--- config.mk ---
export PLATFORM = sky130hd
export DESIGN_NAME = clap_round_ctrl_flat
export DESIGN_NICKNAME = d
export VERILOG_FILES = /design/src/rtl/clap_round_ctrl_if.sv /design/src/rtl/clap_round_ctrl.sv /design/src/flat_wrapper.sv
export SDC_FILE = /design/constraint.sdc
export NUM_CORES = 1
export LEC_CHECK = 0
export BUFFER_PORTS_ARGS = -buffer_cell sky130_fd_sc_hd__buf_2
export CORE_ASPECT_RATIO = 0.7
export CORE_UTILIZATION = 45
export DETAILED_ROUTE_END_ITERATION = 8
export GPL_TIMING_DRIVEN = 1
export PLACE_DENSITY = 0.71
export SLEW_MARGIN = 20
export SYNTH_ARGS = -nofsm -noshare
export SYNTH_HDL_FRONTEND = slang
export SYNTH_SLANG_ARGS = --single-unit
export TNS_END_PERCENT = 100
--- constraint.sdc ---
create_clock -name clk -period 4.2 [get_ports clk]
set_input_delay 0.21 -clock clk [delete_from_list [all_inputs] [get_ports clk]]
set_output_delay 0.21 -clock clk [all_outputs]
set_load 0.1 [all_outputs]
--- src/rtl/clap_round_ctrl_if.sv ---
// Handshake bundle between the round controller, the button/control logic,
// the beat counter and the score display.
interface clap_round_ctrl_if;
    logic        start;
    logic        abort;
    logic        clap;
    logic [16:0] ctr_count;
    logic        ctr_go;
    logic        ctr_en;
    logic        hit;
    logic        miss;
    logic [3:0]  beat_idx;
    logic [7:0]  score;
    logic [7:0]  misses;
    logic        busy;
    logic        done;

    modport master (
        output start, abort, clap, ctr_count,
        input  ctr_go, ctr_en, hit, miss, beat_idx, score, misses, busy, done
    );

    modport slave (
        input  start, abort, clap, ctr_count,
        output ctr_go, ctr_en, hit, miss, beat_idx, score, misses, busy, done
    );
endinterface

--- src/rtl/clap_round_ctrl.sv ---
// Clap game round controller: runs NUM_BEATS beats of the external beat
// counter, grades one clap per beat against a window around TARGET and keeps
// saturating hit/miss tallies for the display.
module clap_round_ctrl #(
    parameter int unsigned NUM_BEATS = 8,
    parameter logic [16:0] BEAT_END  = 17'd66080,
    parameter logic [16:0] TARGET    = 17'd33040,
    parameter logic [16:0] WINDOW    = 17'd4000
) (
    input  logic              clk,
    input  logic              resetn,
    clap_round_ctrl_if.slave  bus
);

    typedef enum logic [2:0] {
        IDLE  = 3'd0,
        ARM   = 3'd1,
        COUNT = 3'd2,
        GRADE = 3'd3,
        DONE  = 3'd4
    } state_t;

    localparam logic [16:0] WIN_LO    = TARGET - WINDOW;
    localparam logic [16:0] WIN_HI    = TARGET + WINDOW;
    localparam logic [3:0]  LAST_BEAT = 4'(NUM_BEATS - 1);

    // Saturating tally increment: the display never wraps back to zero.
    function automatic logic [7:0] sat_inc(input logic [7:0] value);
        return (value == 8'hFF) ? value : value + 8'd1;
    endfunction

    state_t      state;
    state_t      next_state;

    logic        clap_p0;
    logic        clap_p1;
    logic        clap_p2;
    logic        clap_evt;

    logic        graded;
    logic        result;
    logic [7:0]  score_cnt;
    logic [7:0]  miss_cnt;
    logic [3:0]  beat_cnt;
    logic        hit_r;
    logic        miss_r;
    logic        done_r;

    logic        ctr_go;
    logic        ctr_en;
    logic        in_window;
    logic        beat_end;
    logic        take_clap;
    logic        final_hit;

    assign in_window = (bus.ctr_count >= WIN_LO) && (bus.ctr_count <= WIN_HI);
    assign beat_end  = (bus.ctr_count >= BEAT_END);
    assign take_clap = clap_evt && !graded;
    // A clap arriving on the end-of-beat cycle is still graded, against the
    // current (out-of-window) count.
    assign final_hit = graded ? result : (clap_evt && in_window);

    // Clap synchroniser (p0/p1) plus a registered rising-edge detect (p2).
    always_ff @(posedge clk or negedge resetn) begin
        if (!resetn) begin
            clap_p0  <= 1'b0;
            clap_p1  <= 1'b0;
            clap_p2  <= 1'b0;
            clap_evt <= 1'b0;
        end else begin
            clap_p0  <= bus.clap;
            clap_p1  <= clap_p0;
            clap_p2  <= clap_p1;
            clap_evt <= clap_p1 && !clap_p2;
        end
    end

    // Next-state decode and counter strobes; abort overrides everything.
    always_comb begin
        next_state = state;
        ctr_go     = 1'b0;
        ctr_en     = 1'b0;
        case (state)
            IDLE: begin
                if (bus.start) next_state = ARM;
            end
            ARM: begin
                ctr_go     = 1'b1;
                next_state = COUNT;
            end
            COUNT: begin
                if (beat_end) next_state = GRADE;
                else          ctr_en     = 1'b1;
            end
            GRADE: begin
                next_state = (beat_cnt == LAST_BEAT) ? DONE : ARM;
            end
            DONE: begin
                if (bus.start) next_state = ARM;
            end
            default: next_state = IDLE;
        endcase
        if (bus.abort) next_state = IDLE;
    end

    // State register, grading, pulses and tallies.
    always_ff @(posedge clk or negedge resetn) begin
        if (!resetn) begin
            state     <= IDLE;
            graded    <= 1'b0;
            result    <= 1'b0;
            score_cnt <= 8'd0;
            miss_cnt  <= 8'd0;
            beat_cnt  <= 4'd0;
            hit_r     <= 1'b0;
            miss_r    <= 1'b0;
            done_r    <= 1'b0;
        end else begin
            state  <= next_state;
            hit_r  <= 1'b0;
            miss_r <= 1'b0;
            done_r <= (next_state == DONE);
            case (state)
                IDLE, DONE: begin
                    if (next_state == ARM) begin
                        score_cnt <= 8'd0;
                        miss_cnt  <= 8'd0;
                        beat_cnt  <= 4'd0;
                    end
                end
                ARM: begin
                    graded <= 1'b0;
                    result <= 1'b0;
                end
                COUNT: begin
                    if (next_state != IDLE) begin
                        if (take_clap) begin
                            graded <= 1'b1;
                            result <= in_window;
                        end
                        if (beat_end) begin
                            hit_r  <= final_hit;
                            miss_r <= !final_hit;
                        end
                    end
                end
                GRADE: begin
                    if (next_state != IDLE) begin
                        if (hit_r) score_cnt <= sat_inc(score_cnt);
                        else       miss_cnt  <= sat_inc(miss_cnt);
                        if (next_state == ARM) beat_cnt <= beat_cnt + 4'd1;
                    end
                end
                default: ;
            endcase
        end
    end

    assign bus.ctr_go   = ctr_go;
    assign bus.ctr_en   = ctr_en;
    assign bus.busy     = (state == ARM) || (state == COUNT) || (state == GRADE);
    assign bus.hit      = hit_r;
    assign bus.miss     = miss_r;
    assign bus.done     = done_r;
    assign bus.score    = score_cnt;
    assign bus.misses   = miss_cnt;
    assign bus.beat_idx = beat_cnt;

endmodule

--- src/flat_wrapper.sv ---
// flat-port wrapper written by rule: the top's interface ports become plain ports
module clap_round_ctrl_flat 
#(
    parameter int unsigned NUM_BEATS = 8,
    parameter logic [16:0] BEAT_END  = 17'd66080,
    parameter logic [16:0] TARGET    = 17'd33040,
    parameter logic [16:0] WINDOW    = 17'd4000
)
  (clk, resetn, bus_start, bus_abort, bus_clap, bus_ctr_count, bus_ctr_go, bus_ctr_en, bus_hit, bus_miss, bus_beat_idx, bus_score, bus_misses, bus_busy, bus_done);
  clap_round_ctrl_if bus_i ();
  input  logic clk;
  input  logic resetn;
  input wire logic [$bits(bus_i.start)-1:0] bus_start;
  input wire logic [$bits(bus_i.abort)-1:0] bus_abort;
  input wire logic [$bits(bus_i.clap)-1:0] bus_clap;
  input wire logic [$bits(bus_i.ctr_count)-1:0] bus_ctr_count;
  output wire logic [$bits(bus_i.ctr_go)-1:0] bus_ctr_go;
  output wire logic [$bits(bus_i.ctr_en)-1:0] bus_ctr_en;
  output wire logic [$bits(bus_i.hit)-1:0] bus_hit;
  output wire logic [$bits(bus_i.miss)-1:0] bus_miss;
  output wire logic [$bits(bus_i.beat_idx)-1:0] bus_beat_idx;
  output wire logic [$bits(bus_i.score)-1:0] bus_score;
  output wire logic [$bits(bus_i.misses)-1:0] bus_misses;
  output wire logic [$bits(bus_i.busy)-1:0] bus_busy;
  output wire logic [$bits(bus_i.done)-1:0] bus_done;
  assign bus_i.start = bus_start;
  assign bus_i.abort = bus_abort;
  assign bus_i.clap = bus_clap;
  assign bus_i.ctr_count = bus_ctr_count;
  assign bus_ctr_go = bus_i.ctr_go;
  assign bus_ctr_en = bus_i.ctr_en;
  assign bus_hit = bus_i.hit;
  assign bus_miss = bus_i.miss;
  assign bus_beat_idx = bus_i.beat_idx;
  assign bus_score = bus_i.score;
  assign bus_misses = bus_i.misses;
  assign bus_busy = bus_i.busy;
  assign bus_done = bus_i.done;
  clap_round_ctrl #(.NUM_BEATS(NUM_BEATS), .BEAT_END(BEAT_END), .TARGET(TARGET), .WINDOW(WINDOW)) u_core (.clk(clk), .resetn(resetn), .bus(bus_i));
endmodule
==> impl_results.md <==
- Place WS: 2.31 ns
- Cell accounting for the most synthesized area: dfrtp_1
- Flop2flop setup slack: 2.39 ns
- Worst EP arrival: ~1.8 ns
- Clk_skew: approximately 0.0046 ns
- Syn. warnings: 0
- Hold wc startpoint: bus_clap
- Port bufs: 47
- Number of CTS-inserted buffers: 5
- Global route total overflow: 0
- Max-cap violations: 0
- Crit path launch type: flop
- DP Area: ~0.0019 mm²
- Final hold vios: 0
- Count leader, synth: dfrtp_1
- NumNets Final: 239
- CTS tree: done
- Final Setup Violations: 0
- Fmax: 496 MHz
- Longest Clk Path Bufs: 2
- Flops & latches, synth: 32
- Worst EP required: 3.99 ns
- Setup ws final: 2.18 ns
- Root buf cell: clkbuf_8
- Die Ht: 52.0 µm
- Post-CTS sizing: 0
- Die Wd: around 73 µm
- Final period util: 48.0%
- First-pass GRT wire length: 6020 µm
- Finished Core Util: 60.8%
- Worst R2R End: u_core.bus.score[6]
- PwrDens: 330 mW/mm²
- Area growth, synth to finish: 23.7%
- Ys flop type: dfrtp_1
- Status: completed
- Initial antenna violation count: 0
- Final Cell Area: ~0.002 mm²
- Post-synth cell types: 40
- DRC Markers: 0
- Starting Density: 49.1%
- Worst slew margin: between 50% and 60%
- Avg WL per Cell: between 10 and 15 µm
- DRT iter0 DRCs: 117
- Top-Level Pins: 48
- Endpoint class of the critical path: primary output
- Core area: roughly 0.0033 mm²
- Ys async rst share: 100%
- Most common library cells after synthesis: dfrtp_1 (32), nor2_1 (25), nand2_1 (16), o21ai_0 (11), xor2_1 (8)
- Largest net degree at the start of global routing: 33
- Post-synthesis sequential area ratio: 49.8%
- Min Tclk post-route: 2.02 ns
- DR vias/cell: 5.50
- Maximum vdd drop: 0.000262 V
- Detailed-route via count: around 1.4k
- Synthesized area per cell: slightly above 10 µm²
- Pwr Total: 0.657 mW
- FP Rows: 17
- DIE AREA: 0.00382 mm²
- ANT cells: 0
- Layout cells sized above 1: 29.9%
- Lkg Pwr: 1.00 nW
- # Post-CTS Setup Buffers: 0
- Worst hold path class: input pin to flop
- Max-slew violations: 0
- Hold depth: 1
- R2r worst-path depth: 5
- Critical path peak fanout: 7
- Yosys top cell area share: around 50%
- Measured slew at the worst slew-check pin: 0.685 ns
- WS Path Type: flop to primary output
- Routability Congestion: ~0.84
- Vias in the first global route: 1320
- Post-DP HPWL: 2720 µm
- Synth Net Count: between 150 and 200
- Final setup TNS: 0 ns
- Reg-to-Reg Start: u_core.state[2]
- Post-Syn Instances: 160
- Clock slew at reported path FFs: roughly 0.060 ns
- Drt total wl: 3560 µm
- Hold_buf cts: 1
- Post-synth EDFFs: 0
- Total Routing Usage GR: 21.7%
- Mapped Area: 0.00161 mm²
- Pre-antenna DRT Iters: 4
- RSZ-0062 raised after global routing: false
- Later-pin clock latency in the skew report: ~0.28 ns
- H-tree depth: 2
- Detail Route Antenna Nets: 0
- Hold Path End: u_core.clap_p0
- CTS sink cnt: 32
- Most area-consuming cells after synthesis: dfrtp_1 (50%), nor2_1 (5.8%), xor2_1 (4.4%)
## final cells by class
class	instances	area (µm²)
well taps	47	58.8
fillers	302	1280
repair buffers	49	253
multi-input cells	120	778
flip-flops and latches	32	801
inverters	6	22.5
clock inverters	1	5.00
clock buffers	6	72.6
## kinds of logic after synthesis
kind of cell    after synthesis  synth area share, %
xor+xnor                     12                 6.53
mux                           3                 2.02
flops                        32                 49.8
compound gates               34                 15.8
buf+inv                       8                 1.87
simple gates                 68                 21.7
fa+ha+maj                     3                 2.33
## registers in the layout, summed over array words and instances (netlist names)
register	cells
u_core.bus.beat_idx	4
u_core.clap_p0	1
u_core.bus.score	8
u_core.clap_p1	1
u_core.bus.misses	8
u_core.result	1
u_core.state	3
u_core.clap_p2	1
u_core.bus.miss	1
u_core.bus.hit	1
u_core.clap_evt	1
u_core.graded	1
u_core.bus.done	1
## per-stage QoR
stage / hold WS [ns] / instances
after floorplan: -0.0856 / 160
after global placement: 0.290 / 253
after detailed placement: 0.303 / 253
after CTS: 0.0240 / 261
after global routing: 0.0127 / 261
final: 0.0393 / 261
## metal layers
metal | track usage [%] | share of wire [%]
met1 | 27.7 | 47
met5 | 0 | 0
met2 | 34.6 | 47
met3 | 8.91 | 5.2
met4 | 4.81 | 0.22
## worst max-delay path by stage
stage | slack, ns | cells past startpoint | to | from
CTS | 2.17 | 3 | bus_ctr_en | u_core.state[0]
global route | 2.10 | 3 | bus_ctr_en | u_core.state[0]
global placement | 2.39 | 5 | u_core.bus.hit | bus_ctr_count[11]
floorplan | 1.79 | 2 | bus_ctr_en | u_core.state[0]
finish | 2.18 | 3 | bus_ctr_en | u_core.state[0]
detailed placement | 2.31 | 5 | u_core.bus.hit | bus_ctr_count[11]
## placed cells by master (no fill, tap or decap), types with 2 or more instances in the layout
cell,instances
buf_2,47
dfrtp_1,32
nor2_1,25
nand2_1,16
o21ai_0,11
xor2_1,8
inv_1,6
nand3_1,6
a21oi_1,5
clkbuf_8,5
xnor2_1,4
o2111ai_1,3
nand4_1,3
and3_1,3
ha_1,3
a31oi_1,2
nor2b_1,2
or4_1,2
a311oi_1,2
mux2_2,2
a2111oi_2,2
or3_1,2
## where the power goes
group / switching [mW] / leakage, nW / internal, mW
sequential: 0.00961 / 0.437 / 0.317
combinational: 0.0904 / 0.524 / 0.0270
clock: 0.101 / 0.0410 / 0.112
total: 0.201 / 1.00 / 0.457
## critical path: stages (launching register included)
cell and delay [ns]:
dfrtp_1 0.44, or3b_2 0.53, nor2_1 0.13, buf_2 0.43
Power figures use the tool's default switching activity.
